--- src/rtl/pattern_gen.sv ---
// pattern_gen: run-time sized video test-pattern source feeding the TMDS
// encoder colour inputs. Four patterns (colour bars, grey gradient,
// checkerboard, bouncing box), selected per frame, plus a frame counter.
//
// Ports:
//   i_pixclk    pixel clock, all state on its rising edge
//   i_reset     asynchronous active-high reset
//   i_width     active pixels per line (>=1)
//   i_height    active lines per frame (>=1)
//   i_mode      pattern select, latched at i_newframe
//   i_rd        encoder consumed the current pixel; advance x
//   i_newline   start of the next active line
//   i_newframe  start of a new frame
//   o_pixel     registered {R,G,B} for the current (x,y)
//   o_frame     registered frame counter
module pattern_gen #(
   parameter int unsigned BITS_PER_COLOR = 8,
   parameter int unsigned HW             = 12,
   parameter int unsigned CHECK_LOG2     = 4,
   parameter int unsigned BOX            = 32
) (
   input  logic                          i_pixclk,
   input  logic                          i_reset,
   input  logic [HW-1:0]                 i_width,
   input  logic [HW-1:0]                 i_height,
   input  logic [1:0]                    i_mode,
   input  logic                          i_rd,
   input  logic                          i_newline,
   input  logic                          i_newframe,
   output logic [3*BITS_PER_COLOR-1:0]   o_pixel,
   output logic [7:0]                    o_frame
);

   localparam int unsigned BPC = BITS_PER_COLOR;
   localparam int unsigned PW  = 3 * BPC;
   localparam logic [BPC-1:0] BG_BLUE = BPC'((1 << (BPC - 1)) - (1 << (BPC - 3)));
   localparam logic [HW-1:0]  BOX_W   = HW'(BOX);
   localparam logic [HW:0]    BOX_X   = (HW + 1)'(BOX);

   logic [HW-1:0] x, y, s, bx, by;
   logic [HW-1:0] x_n, y_n, s_n, bx_n, by_n;
   logic [2:0]    b, b_n;
   logic [1:0]    mode_q, mode_n;
   logic          dx, dy, dx_n, dy_n;
   logic [7:0]    frame_n;
   logic [HW-1:0] barw;
   logic          in_box;
   logic [PW-1:0] pix_n;

   // One bounce step of a box coordinate along an axis of length extent.
   // Returns {dir, pos}.
   function automatic logic [HW:0] box_step(input logic [HW-1:0] pos,
                                            input logic          dir,
                                            input logic [HW-1:0] extent);
      logic [HW-1:0] p;
      logic          d;
      p = pos;
      d = dir;
      if (extent <= BOX_W) begin
         p = '0;
      end else if (dir && (pos == extent - BOX_W)) begin
         d = 1'b0;
         p = pos - 1'b1;
      end else if (!dir && (pos == '0)) begin
         d = 1'b1;
         p = HW'(1);
      end else if (dir) begin
         p = pos + 1'b1;
      end else begin
         p = pos - 1'b1;
      end
      return {d, p};
   endfunction

   // Bar width is width/8, never zero so tiny lines still advance.
   always_comb begin
      barw = i_width >> 3;
      if (barw == '0) barw = HW'(1);
   end

   // Next-state counters; newframe beats newline beats rd.
   always_comb begin
      x_n     = x;
      y_n     = y;
      s_n     = s;
      b_n     = b;
      mode_n  = mode_q;
      frame_n = o_frame;
      bx_n    = bx;
      by_n    = by;
      dx_n    = dx;
      dy_n    = dy;
      if (i_newframe) begin
         x_n          = '0;
         y_n          = '0;
         s_n          = '0;
         b_n          = '0;
         mode_n       = i_mode;
         frame_n      = o_frame + 8'd1;
         {dx_n, bx_n} = box_step(bx, dx, i_width);
         {dy_n, by_n} = box_step(by, dy, i_height);
      end else if (i_newline) begin
         x_n = '0;
         s_n = '0;
         b_n = '0;
         y_n = (y < i_height - 1'b1) ? y + 1'b1 : i_height - 1'b1;
      end else if (i_rd) begin
         x_n = (x < i_width - 1'b1) ? x + 1'b1 : i_width - 1'b1;
         if ((s == barw - 1'b1) && (b != 3'd7)) begin
            b_n = b + 3'd1;
            s_n = '0;
         end else begin
            s_n = s + 1'b1;
         end
      end
   end

   // Box hit test in HW+1 bits so bx+BOX cannot wrap.
   always_comb begin
      in_box = ({1'b0, x_n} >= {1'b0, bx_n}) &&
               ({1'b0, x_n} <  ({1'b0, bx_n} + BOX_X)) &&
               ({1'b0, y_n} >= {1'b0, by_n}) &&
               ({1'b0, y_n} <  ({1'b0, by_n} + BOX_X));
   end

   // Pixel colour from the next-state counters so the register tracks (x,y).
   always_comb begin
      pix_n = '1;
      case (mode_n)
         2'd0:    pix_n = {{BPC{~b_n[1]}}, {BPC{~b_n[2]}}, {BPC{~b_n[0]}}};
         2'd1:    pix_n = {3{x_n[BPC-1:0]}};
         2'd2:    pix_n = (x_n[CHECK_LOG2] ^ y_n[CHECK_LOG2]) ? '0 : '1;
         default: pix_n = in_box ? '1 : {{(2 * BPC){1'b0}}, BG_BLUE};
      endcase
   end

   always_ff @(posedge i_pixclk or posedge i_reset) begin
      if (i_reset) begin
         x       <= '0;
         y       <= '0;
         s       <= '0;
         b       <= '0;
         mode_q  <= '0;
         bx      <= '0;
         by      <= '0;
         dx      <= 1'b1;
         dy      <= 1'b1;
         o_frame <= '0;
         o_pixel <= '1;
      end else begin
         x       <= x_n;
         y       <= y_n;
         s       <= s_n;
         b       <= b_n;
         mode_q  <= mode_n;
         bx      <= bx_n;
         by      <= by_n;
         dx      <= dx_n;
         dy      <= dy_n;
         o_frame <= frame_n;
         o_pixel <= pix_n;
      end
   end

endmodule

--- config.mk ---
export PLATFORM = sky130hd
export DESIGN_NAME = pattern_gen
export DESIGN_NICKNAME = d
export VERILOG_FILES = /design/src/rtl/pattern_gen.sv
export SDC_FILE = /design/constraint.sdc
export NUM_CORES = 1
export LEC_CHECK = 0
export ABC_CLOCK_PERIOD_IN_PS = 6150
export BUFFER_PORTS_ARGS = -buffer_cell sky130_fd_sc_hd__buf_2
export CORE_AREA = 3 3 148 150
export DETAILED_ROUTE_END_ITERATION = 10
export DIE_AREA = 0 0 151 153
export GPL_TIMING_DRIVEN = 0
export PLACE_DENSITY = 0.59
export SYNTH_ARGS = -nofsm -noshare
export SYNTH_HDL_FRONTEND = slang
export SYNTH_SLANG_ARGS = --single-unit
--- constraint.sdc ---
create_clock -name i_pixclk -period 6.15 [get_ports i_pixclk]
set_input_delay 0.615 -clock i_pixclk [delete_from_list [all_inputs] [get_ports i_pixclk]]
set_output_delay 0.615 -clock i_pixclk [all_outputs]
set_load 0.02 [all_outputs]
======== Word-level counts from Yosys, hierarchy flattened ========
Cells that the tools add are included.
word-level totals
  bits in registers ....................... 99
  bits in latches ......................... 0
  bits in writable memories ............... 0
  bits in read-only memories .............. 0
  bits of input ports ..................... 31
  output and inout bits ................... 32
  logic and storage cells ................. 100
  memories kept ........................... 0
cells by class
  add/subtract/negate cells ............... 16
  multiply operators ...................... 0
  div/mod/pow operators ................... 0
  $lt $le $gt $ge ......................... 8
  equality and inequality tests ........... 6
  shift-type cells ........................ 0
  multiplexer cells ....................... 34
  bitwise logic cells ..................... 6
  reductions and logical operators ........ 19
operators by type and width
  cell                     number
  $mux W12                 21
  $pmux W24 S3             1
  $add A12 B1 Y12 const B  5
  $mux W24                 2
  $sub A12 B1 Y12 const B  4
  $eq A12 B12 Y1           3
  $logic_not A12 Y1        3
  $add A12 B6 Y13 const B  2
  $lt A12 B13 Y1           2
  $ge A12 B12 Y1           2
  $le A12 B6 Y1 const B    2
  $lt A12 B12 Y1           2
  $sub A12 B6 Y12 const B  2
  $mux W3                  4
  $sub A9 B1 Y10 const B   1
  $mux W9                  1
  $add A8 B1 Y8 const B    1
  $logic_and A1 B1 Y1      8
  $reduce_and A3 Y1        2
  $not A1 Y1               5
  $mux W1                  4
  $reduce_bool A2 Y1       2
  $add A3 B1 Y3 const B    1
  $ne A3 B3 Y1 const B     1
  other kinds (7)          8

======== Longest topological paths before layout ========
  depth in word-level cells ............... 13
  depth in mapped cells ................... 28
  depth with buffers taken out ............ 25

======== Worst setup path after synthesis ========
OpenSTA, ideal clock, no wires.
  kind .................................... input to register
  start ................................... input i_height[4]
  end ..................................... register o_pixel[0]
  library setup time ...................... 0.077 ns
  arrival time ............................ 5.416 ns
  required time ........................... 6.073 ns
  path slack .............................. 0.656 ns
  stages on the path ...................... 25
  path buffers ............................ 3
  cells stage by stage .................... or3_1 -> nor3_1 -> nand2_1 -> xor2_1 -> ha_1 -> nand4_1 -> nor2_1 -> o21ai_0 -> a32oi_1 -> clkbuf_1 -> clkbuf_1 -> mux2i_1 -> a211oi_1 -> ha_1 -> nor2b_1 -> o21bai_1 -> a21boi_0 -> o31a_1 -> o21ai_0 -> a21oi_1 -> o2111a_1 -> o311a_1 -> o221ai_2 -> buf_6 -> nand2_2
on the way
  elaborated cells between the ends (all ways) .. 21
RTL lines
  element                  line  RTL
  start, declared          25    input logic [HW-1:0] i_height,
  $sub A12 B1 Y12 (*)      106   y_n = (y < i_height - 1'b1) ? y + 1'b1 : i_height - 1'b1;
  $lt A12 B12 Y1 (*)       106
  $mux W12 (*)             106
  $mux W12 (*)             102   end else if (i_newline) begin
  $mux W12 (*)             93    if (i_newframe) begin
  via y_n[1]               41    logic [HW-1:0] x_n, y_n, s_n, bx_n, by_n;
  $ge A12 B12 Y1           122   ({1'b0, y_n} >= {1'b0, by_n}) &&
  $logic_and A1 B1 Y1      121   ({1'b0, x_n} < ({1'b0, bx_n} + BOX_X)) &&
  $logic_and A1 B1 Y1 (*)  122
  $mux W24 (*)             133   default: pix_n = in_box ? '1 : {{(2 * BPC){1'b0}}, BG_BLUE};
  $pmux W24 S3 (*)         129   case (mode_n)
  via pix_n[0]             48    logic [PW-1:0] pix_n;
  end signal, assigned     161   o_pixel <= pix_n;
  end, declared            30    output logic [3*BITS_PER_COLOR-1:0] o_pixel,
The timed path passes the listed nets; every way through them passes the cells marked *.
A chain may end at the register's enable or synchronous reset.

======== Worst setup path after layout ========
  start ................................... input i_width[5]
  end ..................................... register o_pixel[2]
on the way
  elaborated cells between the ends (all ways) .. 33
RTL lines
  element                                                  line      RTL
  start, declared                                          24        input logic [HW-1:0] i_width,
  $sub A12 B1 Y12 (*)                                      108       x_n = (x < i_width - 1'b1) ? x + 1'b1 : i_width - 1'b1;
  $lt A12 B12 Y1 (*)                                       108
  $mux W12 (*)                                             108
  $mux W12 (*)                                             107       end else if (i_rd) begin
  $mux W12 (*)                                             102
  $mux W12 (*)                                             93
  via x_n[0]                                               41
  $lt A12 B13 Y1 / $ge A12 B12 Y1 (equally long branches)  121, 120
  $logic_and A1 B1 Y1 (*)                                  120       in_box = ({1'b0, x_n} >= {1'b0, bx_n}) &&
  $logic_and A1 B1 Y1 (*)                                  121
  $logic_and A1 B1 Y1 (*)                                  122
  $mux W24 (*)                                             133
  $pmux W24 S3 (*)                                         129
  via pix_n[2]                                             48
Marked as above.

==> results.py <==
metrics = {
    "global_route": {
        "grt_overflow": 0,
        "grt_pass1_vias": 7710,
        "grt_usage_pct": 21.8,
        "grt_max_degree": 67,
        "grt_antenna_before_repair": 1,
        "grt_pass1_wl_mm": 40.9,
    },
    "logic_synthesis": {
        "ys_ff_latch": 99,
        "synth_top_area_share_pct": 20.3,
        "synth-main-ff-cell": "dfrtp_1",
        "avgSynthCellArea_um2": 8.25,
        "syn_inst": 1091,
        "ys_types": 86,
        "synth_edf_count": 0,
        "yosys_warnings": 0,
        "synth_nets": 1202,
        "synthTopCellsByArea": "dfrtp_1 (20%), ha_1 (11%), dfstp_2 (7.6%), xnor2_1 (5.4%), nor2_1 (4.6%)",
        "syn-cell-area_mm2": 0.00900,
        "synth_commonest_cells": "nor2_1 (110), o21ai_0 (81), ha_1 (80), nand2_1 (74), dfrtp_1 (73)",
        "ys_seq_area_share_pct": 27.9,
        "synth_area_leader_cell": "dfrtp_1",
        "synthArstFlopShare_pct": 100,
        "yosysMostFrequentCell": "nor2_1",
    },
    "placement": {
        "dp.final_hpwl_mm": 19.2,
        "dpl.cell_count": 1420,
        "gp_congestion": 0.894,
        "place.port_buffers": 53,
        "pre_cts_slack_ns": -0.472,
        "placed_area_mm2": 0.00964,
    },
    "clock_tree": {
        "cts-root-buf": "clkbuf_16",
        "tritoncts": "built",
        "clk_latency_ns": 0.37,
        "clkTransAtPathRegs_ns": 0.08,
        "clockBufferDepth": 2,
        "post_cts_buffers": 0,
        "numCtsBuffers": 9,
        "clkSinkCount": 99,
        "h-tree-depth": 3,
    },
    "setup_path": {
        "crit_start": "i_width[5]",
        "worst-r2r-setup-slack_ns": 1.03,
        "critPathLaunchType": "input pin",
        "cp_max_fo": 10,
        "critPathRequiredTime_ns": 6.44,
        "worst_ep_arrival_time_ns": 6.06,
        "reg2reg_from": "bx[7]$_DFF_PP0_",
        "endpoint": "o_pixel[2]$_DFF_PP1_",
        "r2r-end": "o_pixel[2]$_DFF_PP1_",
        "crit_type": "in2reg",
        "rr_worst_depth": 20,
        "worst_setup_path_end_kind": "flip-flop",
    },
    "timing": {
        "rsz0062_at_grt": "no",
        "setup_slack_ns": 0.381,
        "min_period_ns": 5.77,
        "finalSetupTns_ns": 0,
        "hold_viol": 0,
        "tightestPinTransition_ns": 0.833,
        "fmax_ghz": 0.173,
        "slew_headroom_pct": 44.1,
        "finalSetupViolations": 0,
        "period_share_pct": 93.8,
        "slew_violations": 0,
        "finalClockSkew_ns": 0.0118,
    },
    "die": {
        "fp.dieW_um": 151,
        "die_area_mm2": 0.0231,
        "rows": 53,
        "die_y_um": 153,
        "io_pins": 63,
        "core_mm2": 0.0208,
        "initial_utilization_pct": 43.2,
    },
    "power": {
        "ir_drop_v": 0.000148,
        "leakage_nw": 4.24,
        "p_per_area_mw_per_mm2": 264,
    },
    "routing": {
        "dr.pass1.iters": 5,
        "wl_per_cell_um": 17.2,
        "route.detailed.drc": 0,
        "drtIter0Drc": 594,
        "drtAntennaViolNets": 0,
        "vias": 8108,
        "wl_mm": 24.8,
        "routed_via_density": 5.65,
    },
    "outcome": {
        "status": "finished clean",
    },
    "final_layout": {
        "final_area_mm2": 0.00999,
        "fill_cells": 2111,
        "areaGrowthSynthToFinish_pct": 11.0,
        "utilization_pct": 48.0,
        "final_nets": 1266,
        "layout.cells.non_filler": 1436,
        "drive_above_1_share_pct": 14.7,
    },
    "job": {
        "drv_cap": 0,
    },
    "hold_path": {
        "hold_path.class": "in2async",
    },
}
[stage by stage]
step | hold slack [ns] | total power [mW]
floorplan | 0.495 | 1.73
global placement | 0.451 | 2.02
detailed placement | 0.483 | 2.03
CTS | 0.281 | 2.64
global route | 0.297 | 2.84
finish | 0.258 | 2.63
[worst max-delay path: stages]
cell	delay [ns]
buf_2	0.12
buf_2	0.19
inv_1	0.14
ha_1	0.29
a21bo_2	0.28
xor2_1	0.17
ha_1	0.34
nand4_1	0.11
a211oi_1	0.27
o2111ai_1	0.21
a21oi_2	0.36
clkbuf_2	0.30
a31oi_1	0.11
a21oi_1	0.38
inv_1	0.12
ha_1	0.30
nand2b_1	0.14
a21o_1	0.18
a21o_1	0.17
a211oi_1	0.24
o31ai_1	0.10
a31oi_1	0.18
o211ai_1	0.13
o311a_1	0.15
o221ai_2	0.16
buf_6	0.23
nand2_2	0.06
[report_power, final]
| group | total, mW | leakage (nW) | switching (mW) | internal [mW] |
|---|---|---|---|---|
| registers | 0.861 | 1.24 | 0.0875 | 0.774 |
| logic | 1.17 | 2.86 | 0.730 | 0.438 |
| clock network | 0.605 | 0.154 | 0.310 | 0.295 |
[layout by cell type, fill, tap and decap left out, drive strengths merged, types with 7 or more instances in the layout]
cell,count
dfrtp,73
nand2b,23
nand3b,8
a211oi,12
dfstp,26
a31oi,12
nand3,34
inv,58
o21ai,82
and2,12
nand4,19
xnor2,56
or3,11
and3,19
mux2,7
nor2,110
nor3,33
ha,80
a21o,16
nor2b,10
buf,64
clkbuf,56
nand2,94
a22oi,14
xor2,32
nor4,15
a21oi,49
mux2i,24
[worst min path at each step]
stage / slack (ns) / to / from / cells past startpoint
after detailed placement: 0.48 / o_frame[7]$_DFFE_PP0P_ / o_frame[7]$_DFFE_PP0P_ / 1
after floorplan: 0.50 / s[5]$_DFFE_PP0P_ / s[5]$_DFFE_PP0P_ / 1
after global placement: 0.45 / o_frame[7]$_DFFE_PP0P_ / o_frame[7]$_DFFE_PP0P_ / 1
final: 0.26 / o_frame[7]$_DFFE_PP0P_ / i_reset / 2
after global routing: 0.30 / o_frame[7]$_DFFE_PP0P_ / i_reset / 2
after CTS: 0.28 / o_frame[7]$_DFFE_PP0P_ / i_reset / 2
[layer usage]
layer  track usage, %  vias up  routed length [µm]
li1                 -     4054                   -
met3             3.50       37                 966
met2             32.8      164               11000
met1             32.6     3851               12300
met5                0        -                  13
met4             5.66        2                 507
[layout make-up]
cell class	count	area (µm²)	area share, %
Antenna cell	1	2.50	0.0250
Buffer	57	249	2.49
Clock buffer	9	225	2.25
Clock inverter	7	91.3	0.914
Inverter	55	209	2.09
Multi-Input combinational cell	879	6070	60.7
Sequential cell	99	2510	25.1
Tap cell	275	344	3.44
Timing Repair Buffer	54	293	2.93
[cell families (layout without fill, tap and decap cells)]
group | count (synthesis) | after routing | synth area share, %
AOI/OAI and AO/OA | 262 | 262 | 19.5
xor gates and xnor gates | 88 | 88 | 8.56
adders and majority gates | 80 | 80 | 11.1
buffers and inverters | 113 | 182 | 5.02
DFF | 99 | 99 | 27.9
muxes | 31 | 31 | 3.54
other | 0 | 1 | 0
and+or+nand+nor | 418 | 418 | 24.3
[registers in the layout, indices dropped and copies added (netlist names)]
register / count
x: 12
dx: 1
mode_q: 2
bx: 12
s: 12
y: 12
o_frame: 8
o_pixel: 24
by: 12
dy: 1
b: 3
[timing repair]
item | CTS | global route
gates resized for setup | 1 | 13
hold endpoints to repair | 0 | 0
endpoints found under the setup margin | 20 | 22
hold buffers | 0 | 0
Note: power is estimated with default switching activity, not from simulation.
